[config.mk]
export PLATFORM = sky130hd
export DESIGN_NAME = pc_fetch_unit_flat
export DESIGN_NICKNAME = d
export VERILOG_FILES = /design/src/rtl/pc_fetch_unit_pkg.sv /design/src/rtl/pc_fetch_unit_if.sv /design/src/rtl/pc_fetch_unit_step_sync.sv /design/src/rtl/pc_fetch_unit.sv /design/src/flat_wrapper.sv
export SDC_FILE = /design/constraint.sdc
export NUM_CORES = 1
export LEC_CHECK = 0
export ABC_AREA = 1
export BUFFER_PORTS_ARGS = -buffer_cell sky130_fd_sc_hd__buf_4
export CAP_MARGIN = 20
export CORE_MARGIN = 2
export CORE_UTILIZATION = 30
export DETAILED_ROUTE_END_ITERATION = 10
export GPL_TIMING_DRIVEN = 0
export PLACE_DENSITY = 0.49
export SLEW_MARGIN = 20
export SYNTH_ARGS = -nofsm -noshare
export SYNTH_HDL_FRONTEND = slang
export SYNTH_SLANG_ARGS = --single-unit
export TNS_END_PERCENT = 1
[constraint.sdc]
create_clock -name clk -period 4.7 [get_ports clk]
set_input_delay 0.235 -clock clk [delete_from_list [all_inputs] [get_ports clk]]
set_output_delay 0.235 -clock clk [all_outputs]
set_load 0.02 [all_outputs]
[src/rtl/pc_fetch_unit_pkg.sv]
// -----------------------------------------------------------------------------
// cpu_pkg
// Shared CPU definitions: next-PC select encodings (also used by the control
// unit), the fetch sequencer state enum, and the saturating counter helper.
// No ports (package).
// -----------------------------------------------------------------------------
package cpu_pkg;

  typedef enum logic [1:0] {
    PC_SEL_PLUS4  = 2'b00,
    PC_SEL_BRANCH = 2'b01,
    PC_SEL_JAL    = 2'b10,
    PC_SEL_JALR   = 2'b11
  } pc_sel_e;

  typedef enum logic [1:0] {
    FETCH_RUN  = 2'b00,
    FETCH_HOLD = 2'b01,
    FETCH_STEP = 2'b10,
    FETCH_HALT = 2'b11
  } fetch_state_e;

  localparam logic [15:0] INSTR_COUNT_MAX = 16'hFFFF;

  // Retired-instruction counter increment that sticks at all-ones.
  function automatic logic [15:0] sat_inc16(input logic [15:0] v);
    return (v == INSTR_COUNT_MAX) ? v : v + 16'd1;
  endfunction

endpackage

[src/rtl/pc_fetch_unit_if.sv]
// -----------------------------------------------------------------------------
// pc_fetch_if
// Bus between the fetch sequencer and the rest of the single-cycle datapath.
//   pc_sel       [1:0]   next-PC select from control
//   branch_taken         branch condition from ALU compare
//   imm          [31:0]  sign-extended immediate
//   rs1_val      [31:0]  register-file RD1 (jalr base)
//   pc_o         [31:0]  current PC
//   pc_plus4_o   [31:0]  PC + 4 (jal/jalr write-back)
//   im_addr_o    [IM_AW-1:0] instruction ROM word address
// master: datapath/control side, slave: fetch unit side.
// -----------------------------------------------------------------------------
interface pc_fetch_if #(
  parameter int IM_AW = 4
);
  logic [1:0]       pc_sel;
  logic             branch_taken;
  logic [31:0]      imm;
  logic [31:0]      rs1_val;
  logic [31:0]      pc_o;
  logic [31:0]      pc_plus4_o;
  logic [IM_AW-1:0] im_addr_o;

  modport master (
    output pc_sel, branch_taken, imm, rs1_val,
    input  pc_o, pc_plus4_o, im_addr_o
  );

  modport slave (
    input  pc_sel, branch_taken, imm, rs1_val,
    output pc_o, pc_plus4_o, im_addr_o
  );
endinterface

[src/rtl/pc_fetch_unit_step_sync.sv]
// -----------------------------------------------------------------------------
// step_sync
// Brings the raw single-step button into the clk domain with a 2FF
// synchronizer and emits a one-clk pulse on each rising edge.
//   clk      in   system clock
//   rstn     in   asynchronous active-low reset
//   i_btn    in   raw button level (asynchronous)
//   o_pulse  out  one-clk pulse per synchronized rising edge
// -----------------------------------------------------------------------------
module step_sync (
  input  logic clk,
  input  logic rstn,
  input  logic i_btn,
  output logic o_pulse
);

  logic r_sync1;
  logic r_sync2;
  logic r_prev;

  always_ff @(posedge clk or negedge rstn) begin
    if (!rstn) begin
      r_sync1 <= 1'b0;
      r_sync2 <= 1'b0;
      r_prev  <= 1'b0;
    end else begin
      r_sync1 <= i_btn;
      r_sync2 <= r_sync1;
      r_prev  <= r_sync2;
    end
  end

  assign o_pulse = r_sync2 & ~r_prev;

endmodule

[src/rtl/pc_fetch_unit.sv]
// -----------------------------------------------------------------------------
// pc_fetch_unit
// Program counter and instruction-fetch sequencer. Computes the next PC from
// the control select and immediate, checks alignment and ROM range, and runs
// a RUN/HOLD/STEP/HALT sequencer for free-run, freeze and single-step use.
//   clk            in   system clock
//   rstn           in   asynchronous active-low reset
//   en             in   CPU tick; the PC only moves on ticks
//   hold           in   freeze request (level)
//   step_btn       in   single-step button (raw, asynchronous)
//   bus            slave pc_fetch_if: select/imm/rs1 in, pc/pc+4/rom addr out
//   halted_o       out  sequencer is in HALT
//   misalign_o     out  HALT was caused by a misaligned target
//   instr_count_o  out  retired-instruction count, saturating
// -----------------------------------------------------------------------------
module pc_fetch_unit
  import cpu_pkg::*;
#(
  parameter int          IM_WORDS = 16,
  parameter int          IM_AW    = 4,
  parameter logic [31:0] RESET_PC = 32'h0000_0000,
  parameter int          WRAP     = 1
) (
  input  logic         clk,
  input  logic         rstn,
  input  logic         en,
  input  logic         hold,
  input  logic         step_btn,
  pc_fetch_if.slave    bus,
  output logic         halted_o,
  output logic         misalign_o,
  output logic [15:0]  instr_count_o
);

  // One past the last ROM byte address; 33 bits so the top of the 4 GiB
  // space cannot wrap the comparison.
  localparam logic [32:0] RANGE_END = {1'b0, RESET_PC} + 33'(4 * IM_WORDS);

  fetch_state_e r_state;
  fetch_state_e w_state_nxt;
  logic [31:0]  r_pc;
  logic [15:0]  r_count;
  logic         r_halted;
  logic         r_misalign;

  logic [31:0]  w_pc_plus4;
  logic [31:0]  w_pc_imm;
  logic [31:0]  w_jalr_sum;
  logic [31:0]  w_target;
  logic         w_misaligned;
  logic         w_out_of_range;
  logic         w_attempt;
  logic         w_step_pulse;
  logic [31:0]  w_pc_nxt;
  logic [15:0]  w_count_nxt;
  logic         w_misalign_nxt;
  logic         w_halted_nxt;

  step_sync u_step_sync (
    .clk     (clk),
    .rstn    (rstn),
    .i_btn   (step_btn),
    .o_pulse (w_step_pulse)
  );

  assign w_pc_plus4 = r_pc + 32'd4;
  assign w_pc_imm   = r_pc + bus.imm;
  assign w_jalr_sum = bus.rs1_val + bus.imm;

  always_comb begin
    w_target = w_pc_plus4;
    case (pc_sel_e'(bus.pc_sel))
      PC_SEL_PLUS4:  w_target = w_pc_plus4;
      PC_SEL_BRANCH: w_target = bus.branch_taken ? w_pc_imm : w_pc_plus4;
      PC_SEL_JAL:    w_target = w_pc_imm;
      PC_SEL_JALR:   w_target = w_jalr_sum & ~32'd1;
      default:       w_target = w_pc_plus4;
    endcase
  end

  // jalr clears bit 0 only, so bit 1 can still leave a misaligned target.
  assign w_misaligned   = |w_target[1:0];
  assign w_out_of_range = (w_target < RESET_PC) || ({1'b0, w_target} >= RANGE_END);

  // State register plus the architectural registers it sequences.
  always_ff @(posedge clk or negedge rstn) begin
    if (!rstn) begin
      r_state    <= FETCH_RUN;
      r_pc       <= RESET_PC;
      r_count    <= 16'd0;
      r_halted   <= 1'b0;
      r_misalign <= 1'b0;
    end else begin
      r_state    <= w_state_nxt;
      r_pc       <= w_pc_nxt;
      r_count    <= w_count_nxt;
      r_halted   <= w_halted_nxt;
      r_misalign <= w_misalign_nxt;
    end
  end

  // Next-state logic. Hold has priority over a same-cycle tick in RUN, and
  // dropping hold in HOLD discards any same-cycle step edge.
  always_comb begin
    w_state_nxt = r_state;
    w_attempt   = 1'b0;
    case (r_state)
      FETCH_RUN: begin
        if (hold) begin
          w_state_nxt = FETCH_HOLD;
        end else if (en) begin
          w_attempt = 1'b1;
        end
      end
      FETCH_HOLD: begin
        if (!hold) begin
          w_state_nxt = FETCH_RUN;
        end else if (w_step_pulse) begin
          w_state_nxt = FETCH_STEP;
        end
      end
      FETCH_STEP: begin
        if (en) begin
          w_attempt   = 1'b1;
          w_state_nxt = hold ? FETCH_HOLD : FETCH_RUN;
        end
      end
      FETCH_HALT: w_state_nxt = FETCH_HALT;
      default:    w_state_nxt = FETCH_RUN;
    endcase
    if (w_attempt && (w_misaligned || (w_out_of_range && (WRAP == 0)))) begin
      w_state_nxt = FETCH_HALT;
    end
  end

  // Output/datapath logic: what an advance attempt does to PC, count, flags.
  always_comb begin
    w_pc_nxt       = r_pc;
    w_count_nxt    = r_count;
    w_misalign_nxt = r_misalign;
    if (w_attempt) begin
      if (w_misaligned) begin
        w_misalign_nxt = 1'b1;
      end else if (w_out_of_range) begin
        if (WRAP != 0) begin
          w_pc_nxt    = RESET_PC;
          w_count_nxt = sat_inc16(r_count);
        end
      end else begin
        w_pc_nxt    = w_target;
        w_count_nxt = sat_inc16(r_count);
      end
    end
    w_halted_nxt = (w_state_nxt == FETCH_HALT);
  end

  assign bus.pc_o       = r_pc;
  assign bus.pc_plus4_o = w_pc_plus4;
  assign bus.im_addr_o  = r_pc[IM_AW+1:2];
  assign halted_o       = r_halted;
  assign misalign_o     = r_misalign;
  assign instr_count_o  = r_count;

endmodule

[src/flat_wrapper.sv]
// flat-port wrapper written by rule: the top's interface ports become plain ports
module pc_fetch_unit_flat import cpu_pkg::*;
#(
  parameter int          IM_WORDS = 16,
  parameter int          IM_AW    = 4,
  parameter logic [31:0] RESET_PC = 32'h0000_0000,
  parameter int          WRAP     = 1
)
  (clk, rstn, en, hold, step_btn, halted_o, misalign_o, instr_count_o, bus_pc_sel, bus_branch_taken, bus_imm, bus_rs1_val, bus_pc_o, bus_pc_plus4_o, bus_im_addr_o);
  pc_fetch_if #(.IM_AW(IM_AW)) bus_i ();
  input  logic clk;
  input  logic rstn;
  input  logic en;
  input  logic hold;
  input  logic step_btn;
  output logic halted_o;
  output logic misalign_o;
  output logic [15:0] instr_count_o;
  input wire logic [$bits(bus_i.pc_sel)-1:0] bus_pc_sel;
  input wire logic [$bits(bus_i.branch_taken)-1:0] bus_branch_taken;
  input wire logic [$bits(bus_i.imm)-1:0] bus_imm;
  input wire logic [$bits(bus_i.rs1_val)-1:0] bus_rs1_val;
  output wire logic [$bits(bus_i.pc_o)-1:0] bus_pc_o;
  output wire logic [$bits(bus_i.pc_plus4_o)-1:0] bus_pc_plus4_o;
  output wire logic [$bits(bus_i.im_addr_o)-1:0] bus_im_addr_o;
  assign bus_i.pc_sel = bus_pc_sel;
  assign bus_i.branch_taken = bus_branch_taken;
  assign bus_i.imm = bus_imm;
  assign bus_i.rs1_val = bus_rs1_val;
  assign bus_pc_o = bus_i.pc_o;
  assign bus_pc_plus4_o = bus_i.pc_plus4_o;
  assign bus_im_addr_o = bus_i.im_addr_o;
  pc_fetch_unit #(.IM_WORDS(IM_WORDS), .IM_AW(IM_AW), .RESET_PC(RESET_PC), .WRAP(WRAP)) u_core (.clk(clk), .rstn(rstn), .en(en), .hold(hold), .step_btn(step_btn), .bus(bus_i), .halted_o(halted_o), .misalign_o(misalign_o), .instr_count_o(instr_count_o));
endmodule
## After elaboration in Yosys (flattened, before gate mapping)

Index checks and enable logic that the tools add are counted.
Widths: inputs -> output; s select.

- Flip-flop bits (word level): 55
- Input bits: 72
- Output and inout bits: 86
- Logic and storage cells: 47

- Add/sub/neg operators: 4
- Order comparisons: 2
- Equality and inequality tests: 8
- Multiplexer cells: 13
- Bitwise gates (word level): 4
- Reduce and logical (&&, ||, !) cells: 8

Operators by type and width:

| operator | count |
|---|---|
| $pmux 32 s4 | 1 |
| $add 32x32->32 | 2 |
| $mux 32 | 2 |
| $add 32x3->32 const B | 1 |
| $ge 32x7->1 const B | 1 |
| $lt 32x1->1 const B | 1 |
| $add 16x1->16 const B | 1 |
| $eq 16x16->1 const B | 1 |
| $eq 2x2->1 const B | 5 |
| $mux 2 | 5 |
| $pmux 2 s4 | 1 |
| $eq 2x1->1 const B | 2 |
| $logic_not 2->1 | 2 |
| $reduce_and 2->1 | 2 |
| $mux 1 | 3 |
| $not 1->1 | 3 |
| $reduce_and 3->1 | 1 |
| $pmux 1 s2 | 1 |
| $reduce_or 2->1 | 1 |
| $and 1x1->1 | 1 |
| $logic_and 1x1->1 | 1 |
| $logic_or 1x1->1 | 1 |

## Logic depth before layout (Yosys ltp)

Gate-level depths: netlist of the first run.

- Word-level depth: 7
- Gate-level depth with buffers: 19

## Hierarchy

A second synthesis of the first run with hierarchy kept.

- Cells, all modules: 1550
- Area, all modules: 8446.9 um2

By module, submodules not included:

| module | times used | cells each | area an instance (um2) |
|---|---|---|---|
| pc_fetch_unit | 1 | 1545 | 8361.8 |
| step_sync | 1 | 5 | 85.1 |

## Worst setup path after synthesis of the first run

No wires, ideal clock.

- Path type: reg2reg
- Start point: reg u_core.r_pc[0] (netlist: u_core.bus.pc_o[0])
- End point: reg u_core.r_count[13] (netlist: u_core.instr_count_o[13])
- Library setup time: 0.123 ns
- Arrival time: 2.432 ns
- Required time: 4.577 ns
- Setup slack: 2.146 ns
- Cell stages (with the launch flop): 16
- Path through: dfrtp_1 > ha_1 > inv_1 > fa_1 > inv_1 > o21ai_4 > nand3_4 > nor2_8 > nand2_4 > nor2_4 > nand2_2 > nor2_4 > nand3_2 > nor2_2 > nand2_1 > xor2_1

- Cells in the longest elaborated chain, start to end: 6

RTL lines:

| what | RTL line | text |
|---|---|---|
| start, declared | pc_fetch_unit.sv:41 | `logic [31:0] r_pc;` |
| start signal, assigned | pc_fetch_unit.sv:95 | `r_pc <= w_pc_nxt;` |
| $add 32x3->32 / $add 32x32->32 (equally long branches) | pc_fetch_unit.sv:66, pc_fetch_unit.sv:67 |  |
| $mux 32 | pc_fetch_unit.sv:74 | `PC_SEL_BRANCH: w_target = bus.branch_taken ? w_pc_imm : w_pc_plus4;` |
| $pmux 32 s4 * | pc_fetch_unit.sv:72 | `case (pc_sel_e'(bus.pc_sel))` |
| $reduce_or 2->1 * | pc_fetch_unit.sv:82 | `assign w_misaligned = \|w_target[1:0];` |
| $not 1->1 (no line) * | n/a |  |
| $reduce_and 3->1 (no line) * | n/a |  |
| end signal, assigned | pc_fetch_unit.sv:96 | `r_count <= w_count_nxt;` |
| end, declared | pc_fetch_unit.sv:42 | `logic [15:0] r_count;` |

Mark *: on every way between the ends. The rest lies on a longest branch, timed or not.
A chain may end at the register's enable or synchronous reset.

## Final worst setup path of the first run

- Start point: reg u_core.r_pc[9] (netlist: u_core.bus.pc_o[9])
- End point: reg u_core.r_pc[2] (netlist: u_core.bus.pc_o[2])

- Cells in the longest elaborated chain, start to end: 6

RTL lines:

| what | RTL line | text |
|---|---|---|
| $add 32x3->32 / $add 32x32->32 (equally long branches) | pc_fetch_unit.sv:66, pc_fetch_unit.sv:67 |  |
| $mux 32 | pc_fetch_unit.sv:74 |  |
| $pmux 32 s4 * | pc_fetch_unit.sv:72 |  |
| $lt 32x1->1 / $ge 32x7->1 (equally long branches) | pc_fetch_unit.sv:83 | `assign w_out_of_range = (w_target < RESET_PC) \|\| ({1'b0, w_target} >= RANGE_END);` |
| $logic_or 1x1->1 * | pc_fetch_unit.sv:83 |  |
| $mux 32 * | pc_fetch_unit.sv:144 | `end else if (w_out_of_range) begin` |

Marks and branches as above.

==> reports/results.tsv, run 1 <==
metric	value	unit
WP data required	4.95	ns
CP arrival	3.25	ns
Main synth FF type	dfrtp_1	
Buf/Inv on CP	1	
Relative slew margins	51.2	%
Top Ports	158	
Setup Buffers After CTS	0	
failing checks	negative hold slack	
setup violators final	0	
CTS tree	done	
clk buf depth	2	
Detailed Route WL	32.9	mm
fin crit period	3.00	ns
post-synth top area cell	nand2_1	
DIE AREA	29400	µm²
clock skew	0.0124	ns
RSZ-0062 raised after global routing	no	
Fmax	0.333	GHz
cell repeated most along the worst path	nand2_1	
core footprint	27700	µm²
Worst-Margin Slew	0.731	ns
Detailed Routing Iterations Pass 1	5	
Final Hold Fails	12	
Worst VDD drop	194	µV
largest net degree at the start of global routing	56	
Synth Net Count	1676	
clock-pin slew on the worst setup and hold paths	0.08	ns
synthesized area per cell	5.47	µm²
CTS Hold Bufs	0	
Final Max Slew Viols	0	
crit share post-route	63.8	%
top cells by count, synth	nand2_1, inv_1, nand3_1, nor2_1, ha_1	
IO buf count	157	
GPL Wtd Cong	0.939	
path type of the worst min-delay path	in2async	
clock buffer count from CTS	5	
initial antenna violation count	0	
Crit path depth	17	
initial detailed-routing violation count	666	
slowest cell on the critical path	dfrtp_1	
worst setup path startpoint	u_core.bus.pc_o[9]$_DFFE_PN0P_	
DIE HEIGHT	172	µm
CP top delay family	simple AND/OR/NAND/NOR gates	
pwr/cell area	157	nW/µm²
Max Cap Viol	0	
Rows	61	
critical path class	reg2reg	
Diodes inserted	0	
Avg Vias per Cell	4.67	
Die Wd	172	µm
Seq/Total Area, Yosys	16.3	%
most common cell in the netlist	nand2_1	
status	finished with violations	
Clk Latency, worst-skew pair	0.30	ns
via count	9730	
Worst Reg-to-Reg Cells	17	
GRT Total Usage	22.3	%
Synth area leaders	nand2_1, dfrtp_1, inv_1, ha_1, nand3_1	
Post-synth EDFFs	0	
async set-or-reset flop fraction in the synthesized netlist	100	%
Worst Setup Start Kind	flop	
post-route ant nets	0	
root buf cell	clkbuf_16	
Syn. warnings	0	
WL/cell	15.8	µm
largest stage delay on the critical path	0.52	ns
synthesized area	8420	µm²
Leak Pwr	6.21	nW
CTS resizes	0	
Cell variety after synth	42	
flops & latches, synth	55	
Residual DRC	0	
Starting Density	30.4	%
Synth Instances	1539	
CTS sink count	55	
fraction of layout cells with a size suffix above 1	12.2	%
nets@finish	1840	
share of Yosys cell area claimed by the top area cell type	25.6	%
critical path, cell by cell	ha_1 > nand2_1 > nor2_1 > nand2_1 > inv_1 > nand2_1 > nand2_1 > nand2_1 > nand3_1 > nand3_1 > nor2_1 > nand2_1 > nor2_1 > nand3_1 > nor2_1 > nand3_1 > nand2_1	
H-tree Lvls	2	
vias in the first global route	9230	
Worst R2R Start	u_core.bus.pc_o[9]$_DFFE_PN0P_	
crit end category	flop	
grt ovf	0	
worst hold slack	-0.0197	ns
Sum Neg Setup Slack	0	ns
Area Overhead vs Synth	21.5	%
placed wire-length estimate	28.4	mm
crit path max fanout	8	
total power draw	1.61	mW
first-pass GRT wire length	49.9	mm
==> final cells by class <==
cell class | count | area, µm²
multi-input combinational | 1161 | 5800
sequential | 55 | 1380
timing repair buffer | 157 | 1180
buffer | 16 | 82.6
clock inverter | 2 | 20.0
tap | 378 | 473
clock buffer | 6 | 139
inverter | 307 | 1150
fill | 3181 | 17500
==> cells in the final DEF, fill, tap and decap left out, types with 2 or more instances in the layout <==
cell	instances
nand2_1	575
inv_1	301
buf_4	163
nand3_1	154
nor2_1	139
ha_1	63
a21oi_1	57
dfrtp_1	55
xor2_1	29
o21ai_0	25
nor3_1	20
nand4_1	17
nand3b_1	13
clkbuf_1	10
or2_2	10
xnor2_1	8
nor2_4	7
nor4_1	6
o21bai_1	5
clkbuf_16	5
inv_2	4
nand2_2	4
o211ai_1	4
nor2_2	2
and2_1	2
o21a_1	2
nand2_4	2
a31oi_1	2
o221ai_1	2
fa_1	2
==> metal layers <==
layer / vias to the layer above / track usage (%) / part of all wire (%)
met3: 38 / 1.24 / 4.8
met5: - / 0 / 0
li1: 5094 / - / -
met1: 4395 / 31.0 / 47
met2: 203 / 37.7 / 46
met4: 0 / 5.20 / 1.9
==> logic make-up after synthesis <==
logic type / after synthesis / synth area share [%]
buf+inv: 323 / 14.7
fa+ha+maj: 65 / 9.84
xor+xnor: 37 / 3.85
flops: 55 / 16.3
simple gates: 957 / 48.5
compound gates: 102 / 6.75
==> flip-flops by register name (all words and copies together) (netlist names) <==
| name | cells |
|---|---|
| u_core.halted_o | 1 |
| u_core.misalign_o | 1 |
| u_core.bus.pc_o | 32 |
| u_core.u_step_sync.r_sync2 | 1 |
| u_core.instr_count_o | 16 |
| u_core.u_step_sync.r_sync1 | 1 |
| u_core.u_step_sync.r_prev | 1 |
| u_core.r_state | 2 |
==> worst paths after layout <==
| check | end | slack (ns) |
|---|---|---|
| setup / recovery | u_core.bus.pc_o[2]$_DFFE_PN0P_ | 1.70 |
| hold / removal | u_core.bus.pc_o[28]$_DFFE_PN0P_ | -0.02 |
| setup reg to reg | u_core.bus.pc_o[2]$_DFFE_PN0P_ | 1.70 |
| hold reg to reg | u_core.u_step_sync.r_sync2$_DFF_PN0_ | 0.35 |
| max in group asynchronous | u_core.instr_count_o[11]$_DFFE_PN0P_ | 4.23 |
| min in group clk | u_core.u_step_sync.r_sync1$_DFF_PN0_ | 0.04 |
==> stage by stage <==
step | utilization, % | std cells | worst slack, ns | hold WS [ns] | instance area (µm²)
after detailed placement | 36.3 | 2074 | 1.69 | 0.336 | 10100
after CTS | 36.9 | 2082 | 1.67 | 0.0251 | 10200
after global placement | 36.3 | 2074 | 1.70 | 0.335 | 10100
after global routing | 36.9 | 2082 | 1.37 | 0.0272 | 10200
final | 36.9 | 2082 | 1.70 | -0.0197 | 10200
after floorplan | - | 1539 | 2.15 | -0.0606 | 8420
==> power breakdown <==
group          total (mW)  internal, mW  switching, mW  leakage, nW
Combinational       0.671         0.238          0.433         5.40
Sequential          0.531         0.502         0.0287        0.730
Clock               0.405         0.218          0.188       0.0790
Total                1.61         0.957          0.650         6.21
Power figures use the tool's default switching activity.
==> inputs of run 2 (changes only) <==
- ABC_AREA: 1 -> 0
- PLACE_DENSITY: 0.49 -> 0.52
- clock period: 4.7 -> 2.7 ns (I/O delays scaled with it)
==> run 2 against run 1 <==
The run ends with negative setup slack left. Hold slack improved by 0.12 ns. Die area fell by 12%. Wire length fell by 16%. Highest routed layer unchanged. Critical endpoint is now u_core.bus.pc_o[5]$_DFFE_PN0P_. Power rose by 85%.
==> reports/results.tsv, run 2 <==
metric	value	unit	change
status	finished with violations		unchanged
failing checks	negative setup slack		was negative hold slack
crit path max fanout	5		was 8
clock skew	0.0105	ns	was 0.0124 ns
Diodes inserted	0		unchanged
fin crit period	3.30	ns	was 3.00 ns
Placed Area	9130	µm²	was 10100 µm²
placed wire-length estimate	21.9	mm	was 28.4 mm
Synth Instances	957		was 1539
max FFs per register	32		unchanged
largest net degree at the start of global routing	56		unchanged
top cells by count, synth	a21oi_1, nand2_1, nor2_1, ha_1		was nand2_1, inv_1, nand3_1, nor2_1, ha_1
path type of the worst min-delay path	in2reg		was in2async
share of Yosys cell area claimed by the top area cell type	18.7	%	was 25.6%
Detailed Routing Iterations Pass 1	5		unchanged
area occupied by multi-input gates	6410	µm²	was 5800 µm²
Top Ports	158		unchanged
GPL Wtd Cong	0.914		was 0.939
Worst Setup Start Kind	flop		unchanged
CTS sink count	55		unchanged
first-pass GRT wire length	42.8	mm	was 49.9 mm
Cell variety after synth	80		was 42
critical path, cell by cell	ha_4 > o211ai_1 > buf_4 > o21ai_2 > a31oi_4 > nand2_1 > xor2_1 > nor4_2 > a41o_1 > nand4_1 > a2111o_1 > o2bb2ai_2		was ha_1 > nand2_1 > nor2_1 > nand2_1 > inv_1 > nand2_1 > nand2_1 > nand2_1 > nand3_1 > nand3_1 > nor2_1 > nand2_1 > nor2_1 > nand3_1 > nor2_1 > nand3_1 > nand2_1
Syn. warnings	0		unchanged
setup violators final	5		was 0
Synth area leaders	dfrtp_1, ha_1, xnor2_1, a21oi_1, nand2_1		was nand2_1, dfrtp_1, inv_1, ha_1, nand3_1
CP arrival	3.52	ns	was 3.25 ns
Final Max Slew Viols	0		unchanged
nets@finish	1302		was 1840
Final Hold Fails	0		was 12
Max Cap Viol	0		unchanged
grt ovf	0		unchanged
RSZ-0062 raised after global routing	yes		was no
WP data required	2.92	ns	was 4.95 ns
crit end category	flop		unchanged
post-synth top area cell	dfrtp_1		was nand2_1
register area	1400	µm²	was 1380 µm²
Detailed Route WL	27.7	mm	was 32.9 mm
post-route cell area	10300	µm²	was 10200 µm²
slowest cell on the critical path	a2111o_1		was dfrtp_1
Worst VDD drop	420	µV	was 194 µV
Worst-Margin Slew	0.828	ns	was 0.731 ns
Starting Density	30.4	%	about the same
filler cell count	2515		was 3181
CTS tree	done		unchanged
async set-or-reset flop fraction in the synthesized netlist	100	%	unchanged
DIE AREA	25800	µm²	was 29400 µm²
Leak Pwr	4.49	nW	was 6.21 nW
Post-synth EDFFs	0		unchanged
Fmax	0.303	GHz	was 0.333 GHz
initial detailed-routing violation count	455		was 666
Main synth FF type	dfrtp_1		unchanged
IO buf count	156		was 157
Synth Net Count	1094		was 1676
clock-pin slew on the worst setup and hold paths	0.08	ns	about the same
Residual DRC	0		unchanged
via count	8175		was 9730
clk buf depth	2		unchanged
Relative slew margins	44.2	%	was 51.2%
Avg Vias per Cell	5.49		was 4.67
root buf cell	clkbuf_16		unchanged
core footprint	24200	µm²	was 27700 µm²
most frequent cells in the layout	buf_4, nand2_1, a21oi_1		was nand2_1, inv_1, buf_4
WL/cell	18.6	µm	was 15.8 µm
worst hold slack	0.0989	ns	was -0.0197 ns
Seq/Total Area, Yosys	18.7	%	was 16.3%
Rows	57		was 61
synthesized area	7370	µm²	was 8420 µm²
total power draw	2.98	mW	was 1.61 mW
crit share post-route	122	%	was 63.8%
largest stage delay on the critical path	0.54	ns	was 0.52 ns
pwr/cell area	290	nW/µm²	was 157 nW/µm²
fraction of layout cells with a size suffix above 1	32.0	%	was 12.2%
Die Wd	161	µm	was 172 µm
fin worst setup slack	-0.601	ns	was 1.70 ns
synthesized area per cell	7.70	µm²	was 5.47 µm²
commonest non-fill, non-tap cell in the layout	buf_4		was nand2_1
initial antenna violation count	0		unchanged
Area Overhead vs Synth	39.6	%	was 21.5%
H-tree Lvls	2		unchanged
flops & latches, synth	55		unchanged
Clk Latency, worst-skew pair	0.30	ns	about the same
critical path class	reg2reg		unchanged
post-route ant nets	0		unchanged
clock buffer count from CTS	5		unchanged
GRT Total Usage	20.8	%	was 22.3%
vias in the first global route	7859		was 9230
DIE HEIGHT	161	µm	was 172 µm
## run 2: cell types whose count changed after synthesis, moves of 18 or more
| cell | previous run | this run |
|---|---|---|
| a21o_1 | 1 | 22 |
| a21oi_1 | 57 | 84 |
| and2_1 | 2 | 35 |
| clkbuf_1 | 10 | 28 |
| inv_1 | 301 | 25 |
| nand2_1 | 575 | 84 |
| nand3_1 | 154 | 37 |
| nand4_1 | 17 | 37 |
| nor2_1 | 139 | 70 |
| o21ai_0 | 25 | 49 |
| xnor2_1 | 8 | 55 |
## run 2: worst max-delay path: cells and delay by family, from the launching register on
kind                     cells  cell delay (ns)
buffers and inverters        1             0.17
AND/OR/NAND/NOR              3             0.56
XOR/XNOR                     1             0.15
AO/OA/AOI/OAI                6             1.58
adder cells (fa/ha/maj)      1             0.28
flip-flops                   1             0.46
## run 2: worst paths after layout
kind / to / startpoint / cells after the start / slack (ns)
max: u_core.bus.pc_o[5]$_DFFE_PN0P_ / u_core.bus.pc_o[2]$_DFFE_PN0P_ / 12 / -0.60
min: u_core.r_state[0]$_DFF_PN0_ / hold / 2 / 0.1
max reg2reg: u_core.bus.pc_o[5]$_DFFE_PN0P_ / u_core.bus.pc_o[2]$_DFFE_PN0P_ / 12 / -0.60
min reg2reg: u_core.u_step_sync.r_sync2$_DFF_PN0_ / u_core.u_step_sync.r_sync1$_DFF_PN0_ / 0 / 0.36
max in group asynchronous: u_core.bus.pc_o[1]$_DFFE_PN0P_ / rstn / 2 / 1.72
min in group asynchronous: u_core.bus.pc_o[20]$_DFFE_PN0P_ / rstn / 2 / 0.44
## run 2: cell families after synthesis
family                     share of synthesized area [%]
AOI/OAI and AO/OA                                   26.5
xor gates and xnor gates                            9.63
adders and majority gates                           11.2
buffers and inverters                               4.60
DFF                                                 18.7
muxes                                               1.78
and+or+nand+nor                                     27.5
## run 2: power breakdown
part,internal (mW),switching (mW),leakage (nW)
Clock,0.377,0.322,0.0779
Sequential,0.887,0.0637,0.698
Combinational,0.554,0.776,3.71
Total,1.82,1.16,4.49
## run 2: per-layer routing
layer,global-route usage (%),part of all wire (%),vias up
li1,-,-,4031
met1,28.6,47,3926
met2,34.6,47,186
met3,2.40,3.9,32
met4,5.36,2.1,0
met5,0,0,-
## run 2: metrics by stage
| stage | util (%) | std cells | setup slack [ns] | setup TNS, ns |
|---|---|---|---|---|
| 2_1_floorplan | - | 957 | -0.318 | -1.94 |
| 3_3_place_gp | 37.6 | 1437 | -1.26 | -18.12 |
| 3_5_place_dp | 37.6 | 1438 | -1.24 | -11.95 |
| 4_1_cts | 41.1 | 1472 | -0.546 | -3.79 |
| 5_1_grt | 42.4 | 1490 | -0.750 | -4.46 |
| 6_report | 42.4 | 1490 | -0.601 | -2.48 |
## run 2: area by class of cell
class | instances | share of cell area [%]
Buffer | 40 | 2.46
Clock buffer | 6 | 1.35
Clock inverter | 2 | 0.170
Inverter | 26 | 0.949
Multi-Input combinational cell | 832 | 62.3
Sequential cell | 55 | 13.6
Tap cell | 324 | 3.94
Timing Repair Buffer | 205 | 15.1
## run 2: what timing repair did
| item | CTS | global route |
|---|---|---|
| pin swaps | 24 | 31 |
| resized for setup | 102 | 35 |
| setup endpoints to repair | 28 | 32 |
| hold buffers | 2 | 0 |
| endpoints found under the hold margin | 56 | 0 |
| setup buffers | 28 | 18 |
==> inputs of run 3 (changes only) <==
- CAP_MARGIN: 20 -> 10
- CORE_ASPECT_RATIO: default -> 1.4
- SLEW_MARGIN: 20 -> default
==> run 3 against run 2 <==
Core utilization grew 1.3 points. Final area is 2.3% higher. Maximum frequency grew 1.7%. Sequential power hardly changed. Sequential share of layout area fell by 0.24 points. Count of clock-buffer cells in the layout stayed put. Combinational power about the same. Setup slack improved by 0.054 ns. Register-to-register slack better by 0.05 ns. Hold slack better by 0.011 ns. The flow still finishes with violations (negative setup slack). Wire length is 4.4% higher. Die area barely moved.
==> reports/results.tsv, run 3 (same netlist as run 2, synthesis figures left out) <==
metric	value	unit	change
WP data required	2.93	ns	was 2.92 ns
Placed Area	9100	µm²	was 9130 µm²
setup violators final	9		was 5
Worst Setup Start Kind	flop		unchanged
vias in the first global route	8266		was 7859
post-route cell area	10500	µm²	was 10300 µm²
Die Wd	136	µm	was 161 µm
crit share post-route	120	%	was 122%
path type of the worst min-delay path	in2reg		unchanged
Starting Density	30.6	%	was 30.4%
initial antenna violation count	0		unchanged
GRT Total Usage	22.0	%	was 20.8%
critical path, cell by cell	ha_1 > clkbuf_2 > a21boi_0 > a31oi_4 > nand2_1 > xor2_1 > nor4_2 > a41o_1 > nand4_1 > a2111o_1 > o2bb2ai_2		was ha_4 > o211ai_1 > buf_4 > o21ai_2 > a31oi_4 > nand2_1 > xor2_1 > nor4_2 > a41o_1 > nand4_1 > a2111o_1 > o2bb2ai_2
IO buf count	156		unchanged
status	finished with violations		unchanged
clock buffer count from CTS	5		unchanged
filler cell count	2405		was 2515
Buf/Inv on CP	1		unchanged
Leak Pwr	4.57	nW	was 4.49 nW
placed wire-length estimate	23.0	mm	was 21.9 mm
CP top delay family	compound AO/OA/AOI/OAI gates		unchanged
largest stage delay on the critical path	0.54	ns	about the same
CTS sink count	55		unchanged
RSZ-0062 raised after global routing	yes		unchanged
Avg Vias per Cell	5.54		was 5.49
clk buf depth	2		unchanged
max FFs per register	32		unchanged
met3 WL post-DR	1.04	mm	was 1.08 mm
Clk Latency, worst-skew pair	0.31	ns	was 0.30 ns
CTS tree	done		unchanged
crit end category	flop		unchanged
CP arrival	3.48	ns	was 3.52 ns
DIE AREA	25800	µm²	about the same
critical path class	reg2reg		unchanged
fin crit period	3.25	ns	was 3.30 ns
Worst VDD drop	353	µV	was 420 µV
Relative slew margins	45.9	%	was 44.2%
Diodes inserted	0		unchanged
most frequent cells in the layout	buf_4, nand2_1, a21oi_1		unchanged
Top Ports	158		unchanged
Detailed Route WL	28.9	mm	was 27.7 mm
M1 WL	11.3	mm	was 13.1 mm
WL/cell	19.4	µm	was 18.6 µm
Detailed Routing Iterations Pass 1	6		was 5
Final Hold Fails	0		unchanged
total power draw	2.99	mW	was 2.98 mW
clock-pin slew on the worst setup and hold paths	0.08	ns	about the same
nets@finish	1320		was 1302
initial detailed-routing violation count	336		was 455
fraction of layout cells with a size suffix above 1	34.0	%	was 32.0%
clock skew	0.00903	ns	was 0.0105 ns
first-pass GRT wire length	44.2	mm	was 42.8 mm
Rows	67		was 57
slowest cell on the critical path	a2111o_1		unchanged
H-tree Lvls	2		unchanged
via count	8273		was 8175
Max Cap Viol	0		unchanged
Inst Count DP	1423		was 1438
Area Overhead vs Synth	42.8	%	was 39.6%
Non-Filler Instances	1494		was 1490
DIE HEIGHT	189	µm	was 161 µm
core footprint	24100	µm²	was 24200 µm²
commonest non-fill, non-tap cell in the layout	buf_4		unchanged
crit path max fanout	10		was 5
Final Max Slew Viols	0		unchanged
Residual DRC	0		unchanged
fin worst setup slack	-0.547	ns	was -0.601 ns
pre-CTS setup slack	-1.34	ns	was -1.24 ns
root buf cell	clkbuf_16		unchanged
GPL Wtd Cong	0.906		was 0.914
failing checks	negative setup slack		unchanged
met2 wire len	15.4	mm	was 13.0 mm
pwr/cell area	284	nW/µm²	was 290 nW/µm²
post-route ant nets	0		unchanged
Fmax	0.308	GHz	was 0.303 GHz
Worst-Margin Slew	0.804	ns	was 0.828 ns
largest net degree at the start of global routing	56		unchanged
grt ovf	0		unchanged
top routing layer used	met4		unchanged
==> run 3: cell count changes in the layout (fill, tap and decap cells not counted), sizes merged <==
cell      before  now
inv           28   26
clkinvlp       0    1
clkbuf        30   29
clkinv         0    1
buf          219  238
==> run 3: stage by stage <==
step / util [%] / hold WS, ns / TNS [ns]
floorplan: - / -0.161 / -1.94
global placement: 37.8 / 0.247 / -18.94
detailed placement: 37.8 / 0.245 / -20.25
CTS: 42.5 / 0.0963 / -2.52
global route: 43.7 / 0.110 / -4.24
finish: 43.7 / 0.110 / -2.44
==> run 3: report_power, final <==
part           internal [mW]  leakage, nW  switching (mW)
registers              0.887        0.690          0.0652
logic                  0.562         3.81           0.792
clock network          0.371       0.0731           0.310
total                   1.82         4.57            1.17
==> run 3: repair_timing <==
item / in CTS / in global routing
resized for setup: 127 / 31
hold buffers: 2 / 0
buffers inserted: 46 / 20
gates cloned: 0 / 0
pin swaps: 34 / 20
endpoints found under the setup margin: 32 / 24
hold endpoints to repair: 56 / 0
==> run 3: final timing paths <==
kind	from	endpoint	slack, ns	cells after the start
max	u_core.bus.pc_o[12]$_DFFE_PN0P_	u_core.bus.pc_o[5]$_DFFE_PN0P_	-0.55	11
min	hold	u_core.r_state[0]$_DFF_PN0_	0.11	2
max reg2reg	u_core.bus.pc_o[12]$_DFFE_PN0P_	u_core.bus.pc_o[5]$_DFFE_PN0P_	-0.55	11
min reg2reg	u_core.u_step_sync.r_sync1$_DFF_PN0_	u_core.u_step_sync.r_sync2$_DFF_PN0_	0.37	0
max in group asynchronous	rstn	u_core.bus.pc_o[2]$_DFFE_PN0P_	1.74	2
min in group asynchronous	rstn	u_core.bus.pc_o[22]$_DFFE_PN0P_	0.43	2
==> run 3: cell type report <==
type                    instances  area (µm²)  area share [%]
multi-input cells             832        6500            61.8
repair buffers                224        1720            16.3
flip-flops and latches         55        1410            13.4
well taps                     310         388            3.69
plain buffers                  39         246            2.34
clock buffers                   6         139            1.32
inverters                      26        97.6           0.928
clock inverters                 2        16.3           0.155
==> run 3: per-layer routing <==
metal | global-route usage (%) | up-vias
li1 | - | 4072
met1 | 24.7 | 3928
met2 | 41.1 | 207
met3 | 1.98 | 66
met4 | 10.4 | 0
met5 | 0 | -
